## src/rtl/fetch_queue.sv

```systemverilog
// fetch_queue: PC owner and DEPTH-entry instruction/next-PC queue feeding IF/ID.
// Optional combinational empty-queue bypass enabled by defining FETCHQ_BYPASS_EN.
module fetch_queue #(
  parameter int ADDR_W   = 8,
  parameter int DATA_W   = 32,
  parameter int DEPTH    = 4,
  parameter int PC_STEP  = 4,
  parameter int RESET_PC = 0
) (
  input  logic                       clk,
  input  logic                       reset,
  input  logic                       enable_pc,
  input  logic                       branch,
  input  logic [ADDR_W-1:0]          branch_target,
  output logic [ADDR_W-1:0]          imem_addr,
  input  logic [DATA_W-1:0]          imem_data,
  input  logic                       id_ready,
  output logic                       id_valid,
  output logic [DATA_W-1:0]          id_instr,
  output logic [ADDR_W-1:0]          id_next_pc,
  output logic [$clog2(DEPTH+1)-1:0] count,
  output logic                       full,
  output logic                       empty
);
  localparam int PW = $clog2(DEPTH);
  localparam int CW = $clog2(DEPTH+1);

  logic [ADDR_W-1:0] pc_q, pc_d, pc_inc;
  logic [PW-1:0]     wr_ptr_q, wr_ptr_d, rd_ptr_q, rd_ptr_d;
  logic [CW-1:0]     count_q, count_d;
  logic [DATA_W-1:0] instr_q [DEPTH];
  logic [ADDR_W-1:0] npc_q [DEPTH];
  logic              fetch_ok, bypass, pop, pop_mem, fetch, write;

  assign pc_inc    = pc_q + ADDR_W'(PC_STEP);
  assign imem_addr = pc_q;
  assign count     = count_q;
  assign empty     = count_q == '0;
  assign full      = count_q == CW'(DEPTH);

  always_comb begin
    fetch_ok = enable_pc & ~branch;
`ifdef FETCHQ_BYPASS_EN
    bypass = reset & empty & fetch_ok;
`else
    bypass = 1'b0;
`endif
    id_valid   = ~empty | bypass;
    id_instr   = bypass ? imem_data : empty ? '0 : instr_q[rd_ptr_q];
    id_next_pc = bypass ? pc_inc : empty ? '0 : npc_q[rd_ptr_q];
    pop        = id_valid & id_ready & ~branch;
    pop_mem    = pop & ~empty;
    fetch      = fetch_ok & (~full | pop);
    // a bypassed word consumed in the same cycle never touches storage
    write      = fetch & ~(bypass & pop);
    pc_d       = branch ? branch_target : fetch ? pc_inc : pc_q;
    wr_ptr_d   = branch ? '0 : write ? wr_ptr_q + PW'(1) : wr_ptr_q;
    rd_ptr_d   = branch ? '0 : pop_mem ? rd_ptr_q + PW'(1) : rd_ptr_q;
    count_d    = branch ? '0 : count_q + CW'(write) - CW'(pop_mem);
  end

  always_ff @(posedge clk or negedge reset) begin
    if (!reset) begin
      pc_q     <= ADDR_W'(RESET_PC);
      wr_ptr_q <= '0;
      rd_ptr_q <= '0;
      count_q  <= '0;
    end else begin
      pc_q     <= pc_d;
      wr_ptr_q <= wr_ptr_d;
      rd_ptr_q <= rd_ptr_d;
      count_q  <= count_d;
    end
  end

  always_ff @(posedge clk) begin
    if (write) begin
      instr_q[wr_ptr_q] <= imem_data;
      npc_q[wr_ptr_q]   <= pc_inc;
    end
  end
endmodule

```

## config.mk

```make
export PLATFORM = sky130hd
export DESIGN_NAME = fetch_queue
export DESIGN_NICKNAME = d
export VERILOG_FILES = /design/src/rtl/fetch_queue.sv
export SDC_FILE = /design/constraint.sdc
export NUM_CORES = 1
export LEC_CHECK = 0
export CAP_MARGIN = 10
export CORE_AREA = 2 2 142 130
export DETAILED_ROUTE_END_ITERATION = 8
export DIE_AREA = 0 0 144 132
export HOLD_SLACK_MARGIN = 0.05
export SYNTH_ARGS = -nofsm -noshare
export SYNTH_HDL_FRONTEND = slang
export SYNTH_SLANG_ARGS = --single-unit
```

## constraint.sdc

```tcl
create_clock -name clk -period 3.07 [get_ports clk]
set_clock_uncertainty 0.1 [all_clocks]
set_input_delay 0.921 -clock clk [delete_from_list [all_inputs] [get_ports clk]]
set_output_delay 0.921 -clock clk [all_outputs]
set_load 0.02 [all_outputs]
```

==> results.txt, run 1 <==
- Clk pin slew, worst setup/hold paths: 0.06 ns
- Post-route core utilization: 51.6%
* Switching Share: 27.6%
- The top cell types in the final layout, fill and taps aside, are 160 x sky130_fd_sc_hd__edfxtp_1, 55 x sky130_fd_sc_hd__clkdlybuf4s50_1, 40 x sky130_fd_sc_hd__and2_1, 40 x sky130_fd_sc_hd__mux4_2, 27 x sky130_fd_sc_hd__buf_2.
- Setup repair after global routing missed its margin: true
- Post-route ant nets: 0
* Worst voltage drop across the vdd grid: between 0.0004 and 0.0005 V
- Syn. warnings: 0
- Total buffers and inverters traversed by the critical path: 3
* Max transition margin: 56.5%
- In this run the power spent charging and discharging nets is 1.96 mW.
* Clock tree from TritonCTS: built
- The floorplan step defined a die boundary enclosing 19000 sq um.
* Mean post-synth cell area: 19.9 sq um
* Count of boundary I/O pins: 99
- Final critical-path share of the clock period: 98.9%
- Actual transition at the worst max-transition pin: 0.650 ns
- Weighted congestion at the end of routability-driven global placement: 0.772
- Clock buffer depth: 2
- Global routing used 15.0% of the available tracks.
* Status: completed
* First-iteration detailed-routing DRC count: about 170
* Cell with the biggest individual delay on the critical path: sky130_fd_sc_hd__mux4_2
* Die height: 132 um
- The startpoint identified for the worst register-to-register timing path is count[2].
- The initialized floorplan defines 46 standard-cell rows.
- The initial antenna violation count came to 0.
- The cell sitting at the root of the clock tree is a sky130_fd_sc_hd__clkbuf_16.
- Pre-Repair DR Iteration Count: 4
- Via count: 3535
- Post-synthesis cell count: 349
* Endpoint of the worst hold-timing path: npc_q[2][0]
* Minimum clock period after layout: around 3.0 ns
* Worst hold-check path type: flip-flop to flip-flop
* Total of buffers placed on input and output ports: 98
- Vias in the first global route: 3786
- Count of cells along the worst register-to-register path: 12
- Detailed placement ended at an HPWL of 8310 um.
- In this run the critical register-to-register path is captured at count[2].
* Count of unresolved DRC violations after routing: 0
* Leakage power total: 3.13 nW
- Counting the fill cells in the layout gives approximately 1500.
- Effective utilization at floorplan: 39.8%
- The core region is about 17000 sq um.
- Setup violations remaining at the end of the flow were counted as 0.
- Detailed-route vias per instance: 4.82
* Number of antenna diodes: 0
- Of the synthesized area, sequential elements account for 74.7%.
* Path type of the worst setup path: flip-flop to primary output
- Maximum level of the CTS H-tree: 4
- The worst setup path is launched from a flip-flop.
- Buffers inserted during clock tree synthesis total 17.
- The total count of max-transition violations in the final report came to 0.
- Internal power: 5.15 mW
- Total gr overflow: 0
- Critical path, cell by cell: buf_12 -> buf_4 -> mux4_2 -> and2_1 -> buf_2
* Final WL: roughly 13000 um
- Broken down by cell family, the worst path's largest delay share belongs to multiplexers.
- Layout net count: 534
- Longest individual stage delay on the worst path: 0.48 ns
- Counting flops and latches in the post-synthesis netlist gives 175.
* Part of the power in combinational logic: approximately 29%
* Maximum clock frequency: 329 MHz
- Clock network power share: 31.0%
- Largest net degree at the start of global routing: 45
* Worst slack at placement: -0.369 ns
* Area growth from synthesis to final layout: 29.7%
* Fraction of layout cells with a size suffix above 1: 31.0%
- Type of destination of the critical path: primary output
- Global-route wire length before repair: 21000 um
- After synthesis the cells add up to 6930 sq um.
- Worst-skew pair later-pin latency: ~0.41 ns
- Hold Violations, Final: 0
- Max FO, Critical Path: 15
* Total nets after synthesis: 402
* Crit path setup slack, layout: 0.0331 ns
- FF-to-FF setup slack: between 0.4 and 0.5 ns
* Number of sinks driven by the clock tree: around 180
* Critical path data required time: a little over 2 ns
- STA puts the critical path data arrival time at roughly 2.0 ns.
- Sequential group share of total power: about 40%
* Worst hold slack: 0.487 ns
* Max_cap viols: 0
* Hold Path Cell Cnt: 0
- Summed over all failing endpoints, the final setup total negative slack is 0 ns.
- From left edge to right edge, the die measures 144 um.
* Startpoint of the worst hold path: imem_addr[0]
- After detailed routing, the average wire length per cell comes to ~18 um.
* Cell Pwr Density: 790 nW/um^2
- Most frequent standard cell in the layout excluding fill and tap cells: sky130_fd_sc_hd__edfxtp_1
- Synth unique cells: 28
## logic make-up after synthesis
family / count (synthesis) / share of synthesized area, %
fa+ha+maj: 8 / 1.55
buf+inv: 27 / 1.79
flops: 175 / 74.7
simple gates: 75 / 6.23
compound gates: 7 / 0.505
mux: 43 / 13.5
xor+xnor: 14 / 1.77
## worst reg2reg max path, cell delays in order (launching register included)
cell and delay (ns):
sky130_fd_sc_hd__dfrtp_1 0.42, sky130_fd_sc_hd__or3_2 0.46, sky130_fd_sc_hd__buf_12 0.19, sky130_fd_sc_hd__nand2_1 0.11
sky130_fd_sc_hd__nor2_1 0.05, sky130_fd_sc_hd__ha_1 0.28, sky130_fd_sc_hd__inv_1 0.06, sky130_fd_sc_hd__ha_1 0.13
sky130_fd_sc_hd__inv_1 0.05, sky130_fd_sc_hd__fa_2 0.34, sky130_fd_sc_hd__xor2_1 0.16, sky130_fd_sc_hd__xnor2_1 0.14
sky130_fd_sc_hd__nor2_1 0.05
## stage by stage
stage          total power [mW]  std cells  area, sq um
2_1_floorplan              4.09        349         6950
3_3_place_gp               5.10        692         8450
3_5_place_dp               5.13        692         8450
4_1_cts                    7.22        725         9040
5_1_grt                    7.44        734         8990
6_report                   7.11        734         8990
## cell type report
class | instances | area [sq um] | area share, %
tap | 240 | 300 | 3.34
clock buffer | 25 | 465 | 5.18
timing repair buffer | 133 | 1230 | 13.7
multi-input combinational | 147 | 1650 | 18.3
sequential | 175 | 5180 | 57.7
clock inverter | 7 | 138 | 1.53
inverter | 7 | 26.3 | 0.292
## cells in the mapped netlist
library cell                 n  area, sq um
sky130_fd_sc_hd__xnor2_1     5         43.8
sky130_fd_sc_hd__and3_1      2         12.5
sky130_fd_sc_hd__nand2_1    10         37.5
sky130_fd_sc_hd__fa_1        1         20.0
sky130_fd_sc_hd__nand2_4     1         11.3
sky130_fd_sc_hd__buf_1       2         7.51
sky130_fd_sc_hd__buf_4       4         30.0
sky130_fd_sc_hd__nor2_1      7         26.3
sky130_fd_sc_hd__o21ai_1     2         10.0
sky130_fd_sc_hd__buf_2       6         30.0
sky130_fd_sc_hd__nor2b_1     1         6.26
sky130_fd_sc_hd__nor3b_1     1         7.51
sky130_fd_sc_hd__o21ai_0     4         20.0
sky130_fd_sc_hd__dfrtp_1    15          375
sky130_fd_sc_hd__nand4_1     2         12.5
sky130_fd_sc_hd__and2_1     45          282
sky130_fd_sc_hd__mux4_2     40          901
sky130_fd_sc_hd__ha_1        7         87.6
sky130_fd_sc_hd__a21oi_1     1         5.00
sky130_fd_sc_hd__mux2_2      2         22.5
sky130_fd_sc_hd__xor2_1      9         78.8
sky130_fd_sc_hd__mux2i_1     1         10.0
sky130_fd_sc_hd__or3_1       1         6.26
sky130_fd_sc_hd__nand3_1     4         20.0
sky130_fd_sc_hd__inv_1       7         26.3
sky130_fd_sc_hd__clkbuf_1    8         30.0
sky130_fd_sc_hd__or4b_1      1         10.0
sky130_fd_sc_hd__edfxtp_1  160         4800
## power by group through the flow
stage               Combinational (mW)  Clock [mW]  Sequential [mW]
floorplan                         1.21           0             2.88
global placement                  2.22           0             2.88
detailed placement                2.24           0             2.88
CTS                               2.13        2.26             2.83
global route                      2.24        2.35             2.84
finish                            2.07        2.20             2.83
## how the worst max path moves through the flow
stage	cells after the start	endpoint	from	slack, ns
floorplan	13	count[2]	id_ready	0.02
global placement	13	count[2]	id_ready	-0.28
detailed placement	13	count[2]	id_ready	-0.37
CTS	4	id_instr[12]	rd_ptr_q[0]	-0.04
global route	5	id_instr[25]	rd_ptr_q[0]	-0.04
finish	5	id_instr[25]	rd_ptr_q[0]	0.03
## state kept, by name, indices dropped and copies added (netlist names)
register	count
instr_q	128
npc_q	32
imem_addr	8
count	3
rd_ptr_q	2
wr_ptr_q	2
## routing by layer
| layer | share of wire [%] | global-route usage (%) | vias to the layer above | wire length (um) |
|---|---|---|---|---|
| met1 | 46 | 20.7 | 1822 | 6170 |
| met4 | 0.81 | 4.90 | 0 | 108 |
| li1 | - | - | 1617 | - |
| met2 | 48 | 23.4 | 89 | 6440 |
| met3 | 4.4 | 3.96 | 7 | 591 |
| met5 | 0 | 0 | - | 0 |
## what timing repair did
item / CTS / global route
buffers inserted: 1 / 9
setup endpoints to repair: 42 / 30
gates resized for setup: 129 / 27
gates cloned: 0 / 0
hold buffers: 0 / 0
pin swaps: 0 / 2
(Power assumes the default switching activity.)
==> inputs of run 2 (changes only) <==
--- a/config.mk
+++ b/config.mk
@@ -5,10 +5,11 @@
 export SDC_FILE = /design/constraint.sdc
 export NUM_CORES = 1
 export LEC_CHECK = 0
+export ABC_AREA = 1
 export CAP_MARGIN = 10
-export CORE_AREA = 2 2 142 130
+export CORE_AREA = 2 2 144 132
 export DETAILED_ROUTE_END_ITERATION = 8
-export DIE_AREA = 0 0 144 132
+export DIE_AREA = 0 0 146 134
 export HOLD_SLACK_MARGIN = 0.05
 export SYNTH_ARGS = -nofsm -noshare
 export SYNTH_HDL_FRONTEND = slang
==> run 2 against run 1 <==
Sequential share of layout area shrank 0.44 points. Highest routed layer is now met5. Maximum frequency grew 2.9%. Register-to-register slack improved by 0.41 ns. Core utilization fell by 1.6 points. Wire length is 22% higher. Clock-buffer cell count is 7 lower. First-iteration DRC count grew 60%.
==> results.txt, run 2 <==
- The global-route wire length before repair came to 25500 um (+22%).
- Die area: 19600 sq um (+2.9%)
- Detailed-route vias per instance: 4.96 (+3.1%)
- The share of the synthesized area in the top cell type was 67.6% (-1.7 points).
* Slew Limit Fails: 0 (unchanged)
- The number of inserted filler cells in the final layout is 1632 (+12%).
- The cell that appears most often on the critical path is sky130_fd_sc_hd__nor2_1.
* Critical path, cell by cell: bufbuf_16 -> nor2_1 -> nor2_1 -> o21ai_1 -> a21oi_1 -> clkdlybuf4s15_1
* Max transition margin: 50.1% (-6.4 points)
- The row count is 47 (+2.2%).
- Worst voltage drop across the vdd grid: 0.000366 V (-18%)
- Area growth from synthesis to final layout: 27.4%
- The number of flip-flops in the largest register is 128 (unchanged).
* Wire length per cell after detailed routing: 16.9 um (-6.7%)
* Number of post-CTS setup repair buffers: 0 (-1)
* Most frequent standard cell in the layout excluding fill and tap cells: sky130_fd_sc_hd__nor2_1
* Most repeated cell in the gate-level netlist after synthesis: sky130_fd_sc_hd__nor2_1
- The initial antenna violation count came to 1 (+1).
* Worst slack at placement: 0.138 ns (+0.507 ns)
* Leakage power total: 3.35 nW (+6.9%)
- The number of max-cap violations was 0 (unchanged).
* Post-synth EDFFs: 160 (unchanged)
- The worst setup path is captured at a primary output.
* Maximum clock frequency: 339 MHz (+2.9%)
* Share of the synthesized area in compound gates (AO/OA/AOI/OAI): 8.84% (+8.3 points)
- Setup tns final: 0 ns (unchanged)
* Number of buffers added by the clock tree synthesis step: 17 (unchanged)
- Die height: 134 um (+1.5%)
- Post-synthesis share of cell area spent on and, or, nand and nor gates: 12.1% (+5.9 points)
* Clk pin slew, worst setup/hold paths: 0.07 ns (about the same)
- Total global-route track usage: 17.1% (+2.1 points)
* Final WL: 16200 um (+22%)
* Maximum level of the CTS H-tree: 4 (unchanged)
- More flip-flops sit in one register than any other, and that register is instr_q.
* Total gr overflow: 0 (unchanged)
* Number of sinks driven by the clock tree: 175 (unchanged)
- The required time at the endpoint of the critical path came to 2.05 ns (about the same).
- The last weighted congestion value of the routability-driven placer is 0.755 (-2.2%).
* Area of all sequential standard cells: 5180 sq um (about the same)
* Area after DPL: 8510 sq um (+0.79%)
* Crit path setup slack, layout: 0.120 ns (+0.0867 ns)
- The area of combinational cells with multiple inputs was 1670 sq um (+1.6%).
- Synth Register Bits: 175 (unchanged)
- Vias in the first global route: 4666 (+23%)
* Syn. warnings: 0 (unchanged)
- Startpoint type of the worst setup path: flip-flop
- Actual transition at the worst max-transition pin: 0.746 ns (+0.0958 ns)
- Longest individual stage delay on the worst path: 0.44 ns (-0.04 ns)
- The count of routing violations after the opening detailed-route iteration is 266 (+60%).
- Post-Layout Cell Count: 958 (+31%)
* Hold Violations, Final: 0 (unchanged)
- The top cell types in the final layout, fill and taps aside, are 167 x sky130_fd_sc_hd__nor2_1, 160 x sky130_fd_sc_hd__edfxtp_1, 70 x sky130_fd_sc_hd__o21ai_1.
- Cell Pwr Density: 799 nW/um^2 (+1.1%)
- Fraction of layout cells with a size suffix above 1: 10.8% (-20 points)
* Post-route ant nets: 0 (unchanged)
- Adder-cell share of the synthesized area: 1.51% (-0.038 points)
- Main combinational cell family by area after synthesis: simple AND/OR/NAND/NOR gates
* Number of failing setup endpoints in the final timing report: 0 (unchanged)
- Mean post-synth cell area: 12.0 sq um (-40%)
* Number of antenna diodes: 0 (unchanged)
- Mux contribution to synthesized area: 0% (-13 points)
- The number of standard cells after synthesis came to 593 (+70%).
- After synthesis, the cell types taking the most area are sky130_fd_sc_hd__edfxtp_1 68%, sky130_fd_sc_hd__nor2_1 9.0%, sky130_fd_sc_hd__dfrtp_1 5.3%.
- The pin count of the biggest net entering global routing was 42 (-6.7%).
- Placeable Area: 18100 sq um (+3.9%)
- Path type of the worst setup path: flip-flop to primary output
- The worst-case clock buffer depth was 2 (unchanged).
- The number of placed I/O pins is 99 (unchanged).
- The effective utilization at floorplan came to 39.2% (-0.52 points).
- The register area share after synthesis is 72.9% (-1.8 points).
* Die boundary width: 146 um (+1.4%)
- The total via count in the routed design was 4756 (+35%).
- Counting instances in the post-synthesis netlist gives the leading cell types as 171 x sky130_fd_sc_hd__nor2_1, 160 x sky130_fd_sc_hd__edfxtp_1, 70 x sky130_fd_sc_hd__o21ai_1.
- Number of hold buffers added after cts: 0 (unchanged)
- TritonCTS built the clock tree.
* Count of unresolved DRC violations after routing: 0 (unchanged)
* Final critical-path share of the clock period: 96.1% (-2.8 points)
* Detailed placement HPWL: 9780 um (+18%)
- Setup repair after global routing missed its margin: false
* Max FO, Critical Path: 25 (+10)
* Minimum clock period after layout: 2.95 ns (-0.0867 ns)
- Worst hold-check path type: flip-flop to flip-flop
* Worst endpoint data arrival time: 1.93 ns (-0.09 ns)
- CTS placed an instance of sky130_fd_sc_hd__clkbuf_16 at the clock tree root.
- Main flop type after synthesis: sky130_fd_sc_hd__edfxtp_1
- Area of the mapped netlist: 7110 sq um (+2.5%)
* Post-route core utilization: 50.0% (-1.6 points)
- The final standard cell area without fillers is 9060 sq um (+0.72%).
* Cell with the biggest individual delay on the critical path: sky130_fd_sc_hd__dfrtp_2
- FF-to-FF setup slack: 0.85 ns (+0.41 ns)
- The final net count was 753 (+41%).
- The async set-or-reset flop fraction in the synthesized netlist is 8.57% (unchanged).
- Total of buffers placed on input and output ports: 98 (unchanged)
- Dominant cell type by area after synthesis: sky130_fd_sc_hd__edfxtp_1
- Pre-Repair DR Iteration Count: 6 (+2)
- Status: completed
- Worst-skew pair later-pin latency: 0.43 ns (+0.02 ns)
- Total nets after synthesis: 646 (+61%)
- Total instance count after detailed placement: 925 (+34%)
- The count of unique library cells instantiated by Yosys came to 21 (-25%).
- The synthesized-area fraction occupied by xor and xnor cells came to 0.616% (-1.2 points).
run 2: cell type report:
cell class | instances | share of cell area (%)
clock buffers | 18 | 4.74
clock inverters | 14 | 1.74
inverters | 22 | 0.939
multi-input cells | 361 | 18.5
flip-flops and latches | 175 | 57.2
well taps | 245 | 3.38
repair buffers | 123 | 13.5
run 2: what timing repair did:
item | 4_1_cts | 5_1_grt
gates cloned | 1 | 0
endpoints found under the setup margin | 40 | 16
pin swaps | 0 | 0
resized for setup | 43 | 27
run 2: path summary, 6_finish.rpt:
| path | start | end | cells after the start |
|---|---|---|---|
| setup reg to reg | count[0] | count[2] | 11 |
| hold reg to reg | imem_addr[7] | imem_addr[7] | 2 |
| max in group asynchronous | reset | rd_ptr_q[1] | 1 |
| min in group asynchronous | reset | imem_addr[7] | 1 |
| hold / removal | imem_addr[7] | imem_addr[7] | 2 |
| setup / recovery | rd_ptr_q[0] | id_instr[3] | 6 |
run 2: power breakdown:
group          internal, mW  total [mW]  switching, mW
Sequential             2.77        2.85         0.0768
Combinational         0.826        2.27           1.45
Clock                  1.21        2.12          0.907
Total                  4.81        7.24           2.43
run 2: through the flow:
step                hold WS (ns)  power (mW)
finish                     0.467        7.24
global route               0.512        7.60
CTS                        0.475        7.34
detailed placement         0.455        5.35
global placement           0.457        5.32
floorplan                  0.398        4.24
run 2: routing by layer:
metal | global-route usage, % | routed length [um] | up-vias | share of wire, %
li1 | - | - | 2275 | -
met2 | 27.1 | 7760 | 129 | 48
met1 | 22.8 | 7320 | 2334 | 45
met4 | 5.93 | 157 | 2 | 0.97
met3 | 4.97 | 938 | 16 | 5.8
met5 | 0 | 13 | - | 0.080
run 2: cell families (layout without fill, tap and decap cells):
family          Yosys count  in the layout
buf+inv                  57            177
flops                   175            175
fa+ha+maj                 8              8
xor+xnor                  5              5
simple gates            223            223
compound gates          125            125
run 2: worst max-delay path: cells and delay by family, from the launching register on:
family / cells / cell delay, ns
buf+inv: 2 / 0.67
flops: 1 / 0.44
compound gates: 2 / 0.24
simple gates: 2 / 0.14
==> inputs of run 3 (changes only) <==
--- a/config.mk
+++ b/config.mk
@@ -11,6 +11,7 @@
 export DETAILED_ROUTE_END_ITERATION = 8
 export DIE_AREA = 0 0 146 134
 export HOLD_SLACK_MARGIN = 0.05
+export MAX_ROUTING_LAYER = met4
 export SYNTH_ARGS = -nofsm -noshare
 export SYNTH_HDL_FRONTEND = slang
 export SYNTH_SLANG_ARGS = --single-unit
==> run 3 against run 2 <==
Global-route usage grew 0.59 points. Maximum frequency grew 0.20%. Flip-flop and latch count is the same. Combinational power is essentially flat. Core utilization is essentially flat. Largest cell class unchanged. Largest power group unchanged.
==> results.txt, run 3 (same netlist as run 2, synthesis figures left out) <==
- The worst hold path depth came to 2 (unchanged).
* Top library cells by usage in the layout, fill and taps aside: 167 x sky130_fd_sc_hd__nor2_1, 160 x sky130_fd_sc_hd__edfxtp_1, 70 x sky130_fd_sc_hd__o21ai_1
- Largest net degree at the start of global routing: 42 (unchanged)
- The worst-case clock buffer depth was 2 (unchanged).
- The kind of cell with the highest combined delay along the critical path is buffers and inverters.
- Status: completed
* Worst hold-check path type: flip-flop to flip-flop
- Counting flops per register, the top entry is instr_q.
- The largest voltage drop on the vdd net was 0.000368 V (+0.34%).
- The number of max-cap violations came to 0 (unchanged).
- Clock tree from TritonCTS: built
* Worst slack at placement: 0.138 ns (unchanged)
- For this design, the slowest cell found on the critical path is sky130_fd_sc_hd__dfrtp_2.
- Leakage power total: 3.34 nW (about the same)
- Global-route wire length before repair: 25500 um (+0.13%)
- Path type of the worst setup path: flip-flop to primary output
- The number of buffers inserted to repair setup after CTS came to 0 (unchanged).
- Number of failing setup endpoints in the final timing report: 0 (unchanged)
- Startpoint type of the worst setup path: flip-flop
- The total congestion overflow after global routing came to 0 (unchanged).
- Critical path, cell by cell: buf_4 -> nor2_1 -> o21ai_1 -> a21oi_1 -> dlygate4sd2_1
- The fraction of power spent switching nets is 33.7% (+0.12 points).
- Total of buffers placed on input and output ports: 98 (unchanged)
* Weighted congestion at the end of routability-driven global placement: 0.765 (+1.3%)
- Wire length per cell after detailed routing: 16.9 um (about the same)
- The row count was 47 (unchanged).
- Critical path data required time: 2.05 ns (about the same)
- Detailed placement HPWL: 9780 um (unchanged)
- Total global-route track usage: 17.7% (+0.59 points)
- Total instance count after detailed placement: 925 (unchanged)
- The full die area is 19600 sq um (unchanged).
- Detailed-route vias per instance: 4.93 (-0.63%)
- Cell Pwr Density: 800 nW/um^2 (+0.13%)
* FF-to-FF setup slack: 0.85 ns (about the same)
- Number of sinks driven by the clock tree: 175 (unchanged)
* Clock network power share: 29.4% (about the same)
* Via count: 4731 (-0.53%)
* Sequential group share of total power: 39.3% (about the same)
- The slew at the pin closest to its max-slew limit was 0.752 ns (+0.00627 ns).
- The cell-internal power was 4.80 mW (-0.13%).
* Number of inserted filler cells in the final layout: 1634 (+0.12%)
- Antenna violations before repair: 1 (unchanged)
- Longest individual stage delay on the worst path: 0.46 ns (+0.02 ns)
- Clk pin slew, worst setup/hold paths: 0.07 ns (about the same)
- The share of post-route cells with drive strength above 1 came to 11.1% (+0.28 points).
* Hold Violations, Final: 0 (unchanged)
* Buffer type at the clock tree root: sky130_fd_sc_hd__clkbuf_16
* Most frequent standard cell in the layout excluding fill and tap cells: sky130_fd_sc_hd__nor2_1
- The placeable core area was 18100 sq um (unchanged).
- The effective utilization at floorplan came to 39.2% (unchanged).
* Count of cells along the worst register-to-register path: 11 (unchanged)
- Final critical-path share of the clock period: 95.9% (-0.19 points)
- Max FO, Critical Path: 26 (+4.0%)
* Area growth from synthesis to final layout: 27.3% (about the same)
* Slew Limit Fails: 0 (unchanged)
- Post-Layout Cell Count: 959 (+0.10%)
- The worst setup path is captured at a primary output.
* Crit path setup slack, layout: 0.126 ns (+0.00576 ns)
- Max transition margin: 49.7% (-0.42 points)
- Levels on crit path: 5 (-1)
- The number of buffers inserted during clock tree synthesis is 17 (unchanged).
* Flip-flop count of the largest register after layout: 128 (unchanged)
* Maximum level of the CTS H-tree: 4 (unchanged)
- The combinational share of power was 31.3% (about the same).
* Post-route ant nets: 0 (unchanged)
- Final WL: 16200 um (+0.12%)
- The achievable frequency came to 340 MHz (+0.20%).
- The data arrival time at the worst-slack endpoint was 1.92 ns (about the same).
- Die boundary width: 146 um (unchanged)
- The combined buffer and inverter count along the critical path is 2 (unchanged).
- Setup repair after global routing missed its margin: false
- Die height: 134 um (unchanged)
* Count of unresolved DRC violations after routing: 0 (unchanged)
- The switching power was 2.44 mW (+0.40%).
- The number of placed I/O pins came to 99 (unchanged).
- The clock latency at the later pin of the worst-skew pair came to 0.43 ns (about the same).
- Pre-Repair DR Iteration Count: 5 (-1)
- The final period demand of the worst path came to 2.94 ns (-0.00576 ns).
- The number of global-route vias before repair is 4665 (-0.021%).
* First-iteration detailed-routing DRC count: 248 (-6.8%)
* Layout net count: 753 (unchanged)
[run 3: changes by cell type in the layout (fill, tap and decap cells not counted), sizes merged]
cell,before,now
diode,0,1
clkbuf,29,31
clkdlybuf4s15,5,3
[run 3: final cells by class]
cell class	instances	area, sq um	share of cell area, %
clock inverters	14	158	1.74
multi-input cells	361	1670	18.5
well taps	245	307	3.39
inverters	22	85.1	0.940
clock buffers	18	429	4.74
diodes	1	2.50	0.0276
repair buffers	123	1220	13.4
flip-flops and latches	175	5180	57.3
[run 3: worst register-to-register path, delay by kind of cell, from the launching register on]
kind          cells  cell delay [ns]
flops             1             0.42
xor+xnor          1             0.17
fa+ha+maj         3             0.80
buf+inv           2             0.11
simple gates      5             0.52
[run 3: final timing paths]
check	startpoint	endpoint
max in group asynchronous	reset	rd_ptr_q[1]
max	rd_ptr_q[1]	id_instr[27]
min reg2reg	imem_addr[7]	imem_addr[7]
max reg2reg	count[0]	count[2]
min in group asynchronous	reset	imem_addr[7]
min	imem_addr[7]	imem_addr[7]
[run 3: repair_timing]
item / in CTS / in global routing
gates resized for setup: 43 / 29
hold buffers: 0 / 0
setup endpoints to repair: 40 / 16
cloned: 1 / 0
[run 3: through the flow]
stage	TNS (ns)	instance area, sq um	hold slack [ns]	power, mW	utilization [%]
2_1_floorplan	-69.89	7110	0.398	4.24	-
3_3_place_gp	0	8510	0.457	5.32	47.0
3_5_place_dp	0	8510	0.455	5.35	47.0
4_1_cts	0	9090	0.475	7.34	50.2
5_1_grt	0	9050	0.512	7.60	50.0
6_report	0	9050	0.468	7.24	50.0
[run 3: routing by layer]
| metal | share of wire [%] | GRT usage, % | routed length (um) | vias to the layer above |
|---|---|---|---|---|
| met5 | 0 | - | 0 | - |
| li1 | - | - | - | 2275 |
| met2 | 48 | 27.2 | 7830 | 131 |
| met4 | 0.87 | 5.45 | 141 | 0 |
| met1 | 45 | 23.0 | 7250 | 2310 |
| met3 | 6.1 | 5.24 | 992 | 15 |
[run 3: power groups by stage]
stage / combinational [mW] / sequential [mW] / clock, mW
6_report: 2.27 / 2.85 / 2.13
5_1_grt: 2.47 / 2.86 / 2.26
4_1_cts: 2.32 / 2.85 / 2.17
3_5_place_dp: 2.46 / 2.89 / 0
3_3_place_gp: 2.43 / 2.89 / 0
2_1_floorplan: 1.33 / 2.91 / 0
